--- config.mk ---
export PLATFORM = sky130hd
export DESIGN_NAME = wb_mux_n
export DESIGN_NICKNAME = d
export VERILOG_FILES = /design/src/rtl/wb_mux_n.sv
export SDC_FILE = /design/constraint.sdc
export NUM_CORES = 1
export LEC_CHECK = 0
export ABC_AREA = 0
export BUFFER_PORTS_ARGS = -buffer_cell sky130_fd_sc_hd__buf_4
export CAP_MARGIN = 10
export CELL_PAD_IN_SITES_DETAIL_PLACEMENT = 2
export CELL_PAD_IN_SITES_GLOBAL_PLACEMENT = 2
export CORE_AREA = 5 5 203 205
export CTS_CLUSTER_SIZE = 8
export DETAILED_ROUTE_END_ITERATION = 8
export DIE_AREA = 0 0 208 210
export HOLD_SLACK_MARGIN = 0.15
export MAX_ROUTING_LAYER = met4
export PLACE_DENSITY_LB_ADDON = 0.3
export SLEW_MARGIN = 10
export SYNTH_ARGS = -nofsm -noshare
export SYNTH_HDL_FRONTEND = slang
export SYNTH_SLANG_ARGS = --single-unit
--- constraint.sdc ---
create_clock -name io_wbs_clk -period 5.37 [get_ports io_wbs_clk]
set_clock_uncertainty 0.05 [all_clocks]
set_input_delay 0.2685 -clock io_wbs_clk [delete_from_list [all_inputs] [get_ports io_wbs_clk]]
set_output_delay 0.2685 -clock io_wbs_clk [all_outputs]
set_load 0.01 [all_outputs]
--- src/rtl/wb_mux_n.sv ---
// wb_mux_n: Wishbone 1-to-N mux decoding adr[SEL_LSB +: SEL_W]; unmapped indices answer 32'hDEAD_BEEF.
// Latency: stb_p rises the cycle after the request is sampled, ack the cycle after ack_p is sampled (min 3).
// Backpressure: one transaction in flight; requests are only taken in IDLE. Ack timeout: define WB_MUX_N_TIMEOUT_EN.
module wb_mux_n #(
  parameter int NUM_PERIPH     = 4,
  parameter int SEL_LSB        = 24,
  parameter int SEL_W          = 4,
  parameter int TIMEOUT_CYCLES = 255
) (
  input  logic                       io_wbs_clk,
  input  logic                       io_wbs_rst_n,
  // master side
  input  logic [31:0]                io_wbs_adr,
  input  logic [31:0]                io_wbs_datwr,
  input  logic [3:0]                 io_wbs_sel,
  input  logic                       io_wbs_we,
  input  logic                       io_wbs_stb,
  input  logic                       io_wbs_cyc,
  output logic [31:0]                io_wbs_datrd,
  output logic                       io_wbs_ack,
  // peripheral side, port k in slice k
  output logic [32*NUM_PERIPH-1:0]   io_wbs_adr_p,
  output logic [32*NUM_PERIPH-1:0]   io_wbs_datwr_p,
  output logic [4*NUM_PERIPH-1:0]    io_wbs_sel_p,
  output logic [NUM_PERIPH-1:0]      io_wbs_we_p,
  output logic [NUM_PERIPH-1:0]      io_wbs_stb_p,
  output logic [NUM_PERIPH-1:0]      io_wbs_cyc_p,
  input  logic [32*NUM_PERIPH-1:0]   io_wbs_datrd_p,
  input  logic [NUM_PERIPH-1:0]      io_wbs_ack_p,
  output logic                       io_timeout_o
);

  localparam logic [31:0] UNMAPPED_DAT = 32'hDEAD_BEEF;

  typedef enum logic [1:0] {
    IDLE   = 2'd0,
    ACTIVE = 2'd1,
    RESP   = 2'd2
  } state_t;

  state_t                 state_q;
  logic [SEL_W-1:0]       idx_q;
  logic [31:0]            adr_q;
  logic [31:0]            datwr_q;
  logic [3:0]             sel_q;
  logic                   we_q;
  logic [31:0]            datrd_q;
  logic                   ack_q;
  logic [NUM_PERIPH-1:0]  stb_q;

  logic [SEL_W-1:0]       req_idx;
  logic [NUM_PERIPH-1:0]  req_onehot;
  logic                   tgt_ack;
  logic [31:0]            tgt_dat;
  logic                   timeout_hit;

  assign req_idx = io_wbs_adr[SEL_LSB+SEL_W-1:SEL_LSB];

  // Decode the incoming index to a one-hot strobe (all-zero when unmapped) and select the active port's ack/data.
  always_comb begin
    req_onehot = '0;
    tgt_ack    = 1'b0;
    tgt_dat    = '0;
    for (int k = 0; k < NUM_PERIPH; k++) begin
      req_onehot[k] = (req_idx == SEL_W'(k));
      if (idx_q == SEL_W'(k)) begin
        tgt_ack = io_wbs_ack_p[k];
        tgt_dat = io_wbs_datrd_p[k*32 +: 32];
      end
    end
  end

  // Transaction FSM; abort beats ack, and ack beats timeout on the same edge.
  always_ff @(posedge io_wbs_clk or negedge io_wbs_rst_n) begin
    if (!io_wbs_rst_n) begin
      state_q <= IDLE;
      idx_q   <= '0;
      adr_q   <= '0;
      datwr_q <= '0;
      sel_q   <= '0;
      we_q    <= 1'b0;
      datrd_q <= '0;
      ack_q   <= 1'b0;
      stb_q   <= '0;
    end else begin
      case (state_q)
        IDLE: begin
          ack_q <= 1'b0;
          if (io_wbs_cyc && io_wbs_stb) begin
            idx_q   <= req_idx;
            adr_q   <= io_wbs_adr;
            datwr_q <= io_wbs_datwr;
            sel_q   <= io_wbs_sel;
            we_q    <= io_wbs_we;
            if (|req_onehot) begin
              stb_q   <= req_onehot;
              state_q <= ACTIVE;
            end else begin
              datrd_q <= UNMAPPED_DAT;
              ack_q   <= 1'b1;
              state_q <= RESP;
            end
          end
        end
        ACTIVE: begin
          if (!io_wbs_cyc) begin
            stb_q   <= '0;
            state_q <= IDLE;
          end else if (tgt_ack) begin
            datrd_q <= tgt_dat;
            stb_q   <= '0;
            ack_q   <= 1'b1;
            state_q <= RESP;
          end else if (timeout_hit) begin
            datrd_q <= UNMAPPED_DAT;
            stb_q   <= '0;
            ack_q   <= 1'b1;
            state_q <= RESP;
          end
        end
        RESP: begin
          ack_q   <= 1'b0;
          state_q <= IDLE;
        end
        default: begin
          stb_q   <= '0;
          ack_q   <= 1'b0;
          state_q <= IDLE;
        end
      endcase
    end
  end

`ifdef WB_MUX_N_TIMEOUT_EN
  localparam int                CNT_W    = $clog2(TIMEOUT_CYCLES + 1);
  localparam logic [CNT_W-1:0]  CNT_LAST = CNT_W'(TIMEOUT_CYCLES - 1);

  logic [CNT_W-1:0] cnt_q;
  logic             timeout_q;

  assign timeout_hit  = (cnt_q == CNT_LAST);
  assign io_timeout_o = timeout_q;

  // Count ACTIVE cycles; the counter sits at 0 outside ACTIVE so every new transaction starts fresh.
  always_ff @(posedge io_wbs_clk or negedge io_wbs_rst_n) begin
    if (!io_wbs_rst_n) begin
      cnt_q     <= '0;
      timeout_q <= 1'b0;
    end else begin
      timeout_q <= (state_q == ACTIVE) && io_wbs_cyc && !tgt_ack && timeout_hit;
      if (state_q == ACTIVE) begin
        cnt_q <= cnt_q + CNT_W'(1);
      end else begin
        cnt_q <= '0;
      end
    end
  end
`else
  // Without the timeout the mux waits forever; the parameter is kept so instantiations stay portable.
  logic unused_timeout_cfg;
  assign unused_timeout_cfg = (TIMEOUT_CYCLES > 0);
  assign timeout_hit        = 1'b0;
  assign io_timeout_o       = 1'b0;
`endif

  // Request fields go to every port; only stb/cyc select the target.
  assign io_wbs_adr_p   = {NUM_PERIPH{adr_q}};
  assign io_wbs_datwr_p = {NUM_PERIPH{datwr_q}};
  assign io_wbs_sel_p   = {NUM_PERIPH{sel_q}};
  assign io_wbs_we_p    = {NUM_PERIPH{we_q}};
  assign io_wbs_stb_p   = stb_q;
  assign io_wbs_cyc_p   = stb_q;
  assign io_wbs_datrd   = datrd_q;
  assign io_wbs_ack     = ack_q;

endmodule
==> qor.log <==
INFO  setup_path     worst-setup-path-type=reg -> reg
INFO  floorplanning  die_height=210um
INFO  final_layout   syn2layout_area_growth=57.0%
INFO  floorplanning  num_io_pins=523
INFO  logic_synthesis synth_top_area_share=39.4%
INFO  logic_synthesis netlist_instances=612
INFO  detailed_routing average_detailed_routed_wire_length_per_instance=20.4um
INFO  clocking       cts_num_sinks=108
INFO  timing         setup_viol_count_final=0
INFO  setup_path     worst_path_most_repeated_cell=sky130_fd_sc_hd__buf_4
INFO  final_layout   drive_above_1_share=68.7%
INFO  clocking       cts.root.buffer_cell=sky130_fd_sc_hd__clkbuf_16
INFO  placement      detailedPlace.worstSlack=2.30ns
INFO  timing         timing_worst_slew_pin_value=1.00ns
INFO  timing         report.final.slew_viol_count=0
INFO  detailed_routing route.antenna.remaining_nets=0
INFO  final_layout   finalNonFillerCells=1512
INFO  logic_synthesis mappedNetlistNets=817
INFO  grt            grt_util_all_layers=13.7%
INFO  logic_synthesis post_synth_main_area_contributors=sky130_fd_sc_hd__dfrtp_1 39%, sky130_fd_sc_hd__buf_4 23%, sky130_fd_sc_hd__mux2_2 14%
INFO  clocking       clock_latency=0.36ns
INFO  min_path       min_delay_path_depth=4
INFO  logic_synthesis register_bit_count_reported_by_yosys=108
INFO  detailed_routing drc=0
INFO  timing         rsz0062_at_grt=false
INFO  power_and_ir_drop p_leak=5.08nW
INFO  power_and_ir_drop total_power=3.52mW
INFO  logic_synthesis synth_area_leader_cell=sky130_fd_sc_hd__dfrtp_1
INFO  final_layout   multi_input_area=0.00243mm^2
INFO  final_layout   final-seq-area=0.00271mm^2
INFO  setup_path     reg2reg_setup_slack=2.35ns
INFO  min_path       min-delay-path-class=in -> reg
INFO  placement      port_buffers=521
INFO  timing         hold_viol=0
INFO  min_path       hold_start=io_wbs_datrd_p[13]
INFO  timing         setup_slack=2.35ns
INFO  clocking       clock_tree_from_tritoncts=built
INFO  clocking       cts.htree.levels=3
INFO  power_and_ir_drop power_density=326mW/mm^2
INFO  logic_synthesis post_synth_top_flop=sky130_fd_sc_hd__dfrtp_1
INFO  floorplanning  die_width=208um
INFO  logic_synthesis yosys_warnings=0
INFO  final_layout   layout.cells.most_common=sky130_fd_sc_hd__buf_4
INFO  final_layout   most-common-layout-cells=530 x sky130_fd_sc_hd__buf_4, 106 x sky130_fd_sc_hd__dfrtp_1, 87 x sky130_fd_sc_hd__mux2_2, 71 x sky130_fd_sc_hd__dlygate4sd3_1, 33 x sky130_fd_sc_hd__a21oi_1
INFO  clocking       clock_tree.buffer_depth=2
INFO  logic_synthesis synth.lib_cells_used.distinct=34
INFO  placement      routabilityCongestion=0.770
INFO  timing         period_needed=3.02ns
INFO  logic_synthesis async_flop_share=100%
INFO  logic_synthesis synth-edff-count=0
INFO  detailed_routing number_of_detailed_routing_iterations_run_before_antenna_repair=4
INFO  placement      post-dp-hpwl=24.4mm
INFO  grt            vias_in_the_first_global_route=6732
INFO  timing         setup_total_negative_slack=0ns
INFO  timing         final.period_utilization=56.2%
INFO  floorplanning  die-area=0.0437mm^2
INFO  detailed_routing dr.first_iter.drc_count=105
INFO  timing         clock.fmax=0.331GHz
INFO  setup_path     worst_r2r_src=idx_q[1]
INFO  setup_path     cp-start-kind=flip-flop
INFO  setup_path     worst-endpoint-arrival=3.22ns
INFO  floorplanning  std_cell_rows=73
INFO  logic_synthesis synth-seq-area-share=39.4%
INFO  final_layout   num-fill-cells=4394
INFO  setup_path     kind_of_end_point_of_the_critical_path=flip-flop
INFO  setup_path     timing.reg2reg.worst_path_depth=6
INFO  setup_path     crit_path_start=idx_q[1]
INFO  setup_path     required=5.57ns
INFO  logic_synthesis avg_inst_size_synth=11.2um^2
INFO  floorplanning  design.core.area=0.0393mm^2
INFO  grt            grt_start_max_net_pins=54
INFO  status         status=finished, final reports clean
INFO  detailed_routing drt-total-wl=30.8mm
INFO  setup_path     worst-path-max-fanout=44
INFO  detailed_routing vias_per_cell=3.82
INFO  grt            grt_first_pass_wirelength=44.8mm
INFO  logic_synthesis mappedNetlistArea=0.00687mm^2
INFO  timing         slew_headroom=33.0%
INFO  grt            antenna_found_initial=1
INFO  job            max_cap_viol_count=0
INFO  setup_path     crit_path_top_delay_cell=sky130_fd_sc_hd__buf_4
INFO  final_layout   post-route-util=27.5%
INFO  grt            grt_overflow=0
INFO  power_and_ir_drop power.ir.vdd_worst=0.132mV
INFO  setup_path     cell_chain_of_the_critical_path=buf_4 -> and4bb_2 -> a2bb2oi_2 -> a2111oi_4 -> buf_4 -> mux2_2
INFO  floorplanning  initial_core_util=17.5%
INFO  detailed_routing dr_total_vias=5772
INFO  setup_path     cp_slowest_stage_delay=0.57ns
INFO  placement      post_place_cells=1424
INFO  clocking       path_clk_slew=0.08ns
INFO  final_layout   fin_nets=1186
INFO  clocking       number_of_cts_inserted_buffers=9
## path summary, 6_finish.rpt
check / endpoint
min reg2reg: io_wbs_datrd[3]
min in group asynchronous: datwr_q[5]
max in group asynchronous: adr_q[28]
max: io_wbs_datrd[1]
min: io_wbs_datrd[13]
max reg2reg: io_wbs_datrd[1]
## layer usage
metal	up-vias	global-route usage [%]	share of wire (%)
met3	9	5.86	9.7
met5	-	-	0
met4	0	2.24	0.65
li1	2615	-	-
met1	2846	14.4	38
met2	302	24.4	52
## flip-flops by register name, indices dropped and copies added, names as in the netlist
register / count
datwr_q: 32
io_wbs_datrd: 32
adr_q: 29
io_wbs_cyc_p: 4
sel_q: 4
idx_q: 3
state_q: 2
io_wbs_ack: 1
we_q: 1
## synth_stat cells (all sizes together) (2+ instances only)
| cell type | number |
|---|---|
| mux2i | 9 |
| a22oi | 15 |
| dfrtp | 108 |
| o21ai | 26 |
| nor2 | 12 |
| mux2 | 116 |
| nand2b | 2 |
| nand2 | 7 |
| o2bb2ai | 2 |
| mux4 | 8 |
| buf | 220 |
| nor2b | 12 |
| nor3 | 4 |
| inv | 2 |
| or2 | 2 |
| a21oi | 33 |
| clkbuf | 23 |
## where the power goes
part           switching [mW]  total (mW)  internal [mW]  leakage (nW)
sequential              0.199        1.15          0.952          1.23
combinational           0.756        1.68          0.925          3.71
clock                   0.348       0.685          0.338         0.143
total                    1.30        3.52           2.21          5.08
## what timing repair did
action	4_1_cts	5_1_grt
endpoints found under the setup margin	0	0
setup buffers	0	0
endpoints found under the hold margin	83	0
gates resized for setup	0	0
hold buffers	71	0
## critical path, delay by kind of cell, from the launching register on
kind | cells | cell delay (ns)
AO/OA/AOI/OAI | 2 | 0.50
buffers and inverters | 2 | 1.04
multiplexers | 1 | 0.40
flip-flops | 1 | 0.35
AND/OR/NAND/NOR | 1 | 0.53
## cell families after synthesis
logic type             share of synthesized area (%)
DFF                                             39.4
AOI/OAI and AO/OA                               7.45
other                                         0.0546
muxes                                           24.5
buffers and inverters                           25.4
and+or+nand+nor                                 3.17
## per-stage QoR
| stage | area, um^2 | hold WS, ns |
|---|---|---|
| finish | 10800 | 0.213 |
| global placement | 9770 | 0.0848 |
| detailed placement | 9770 | 0.0971 |
| global route | 10800 | 0.199 |
| CTS | 10800 | 0.184 |
| floorplan | 6870 | -0.0771 |
## area by class of cell
type / instances / area share [%]
timing repair buffer: 601 / 43.5
multi-input combinational: 259 / 22.5
clock inverter: 6 / 0.522
tap: 525 / 6.09
antenna: 1 / 0.0232
clock buffer: 10 / 2.22
inverter: 2 / 0.0696
sequential: 108 / 25.1
No activity file was read; power rests on OpenSTA's default activity.
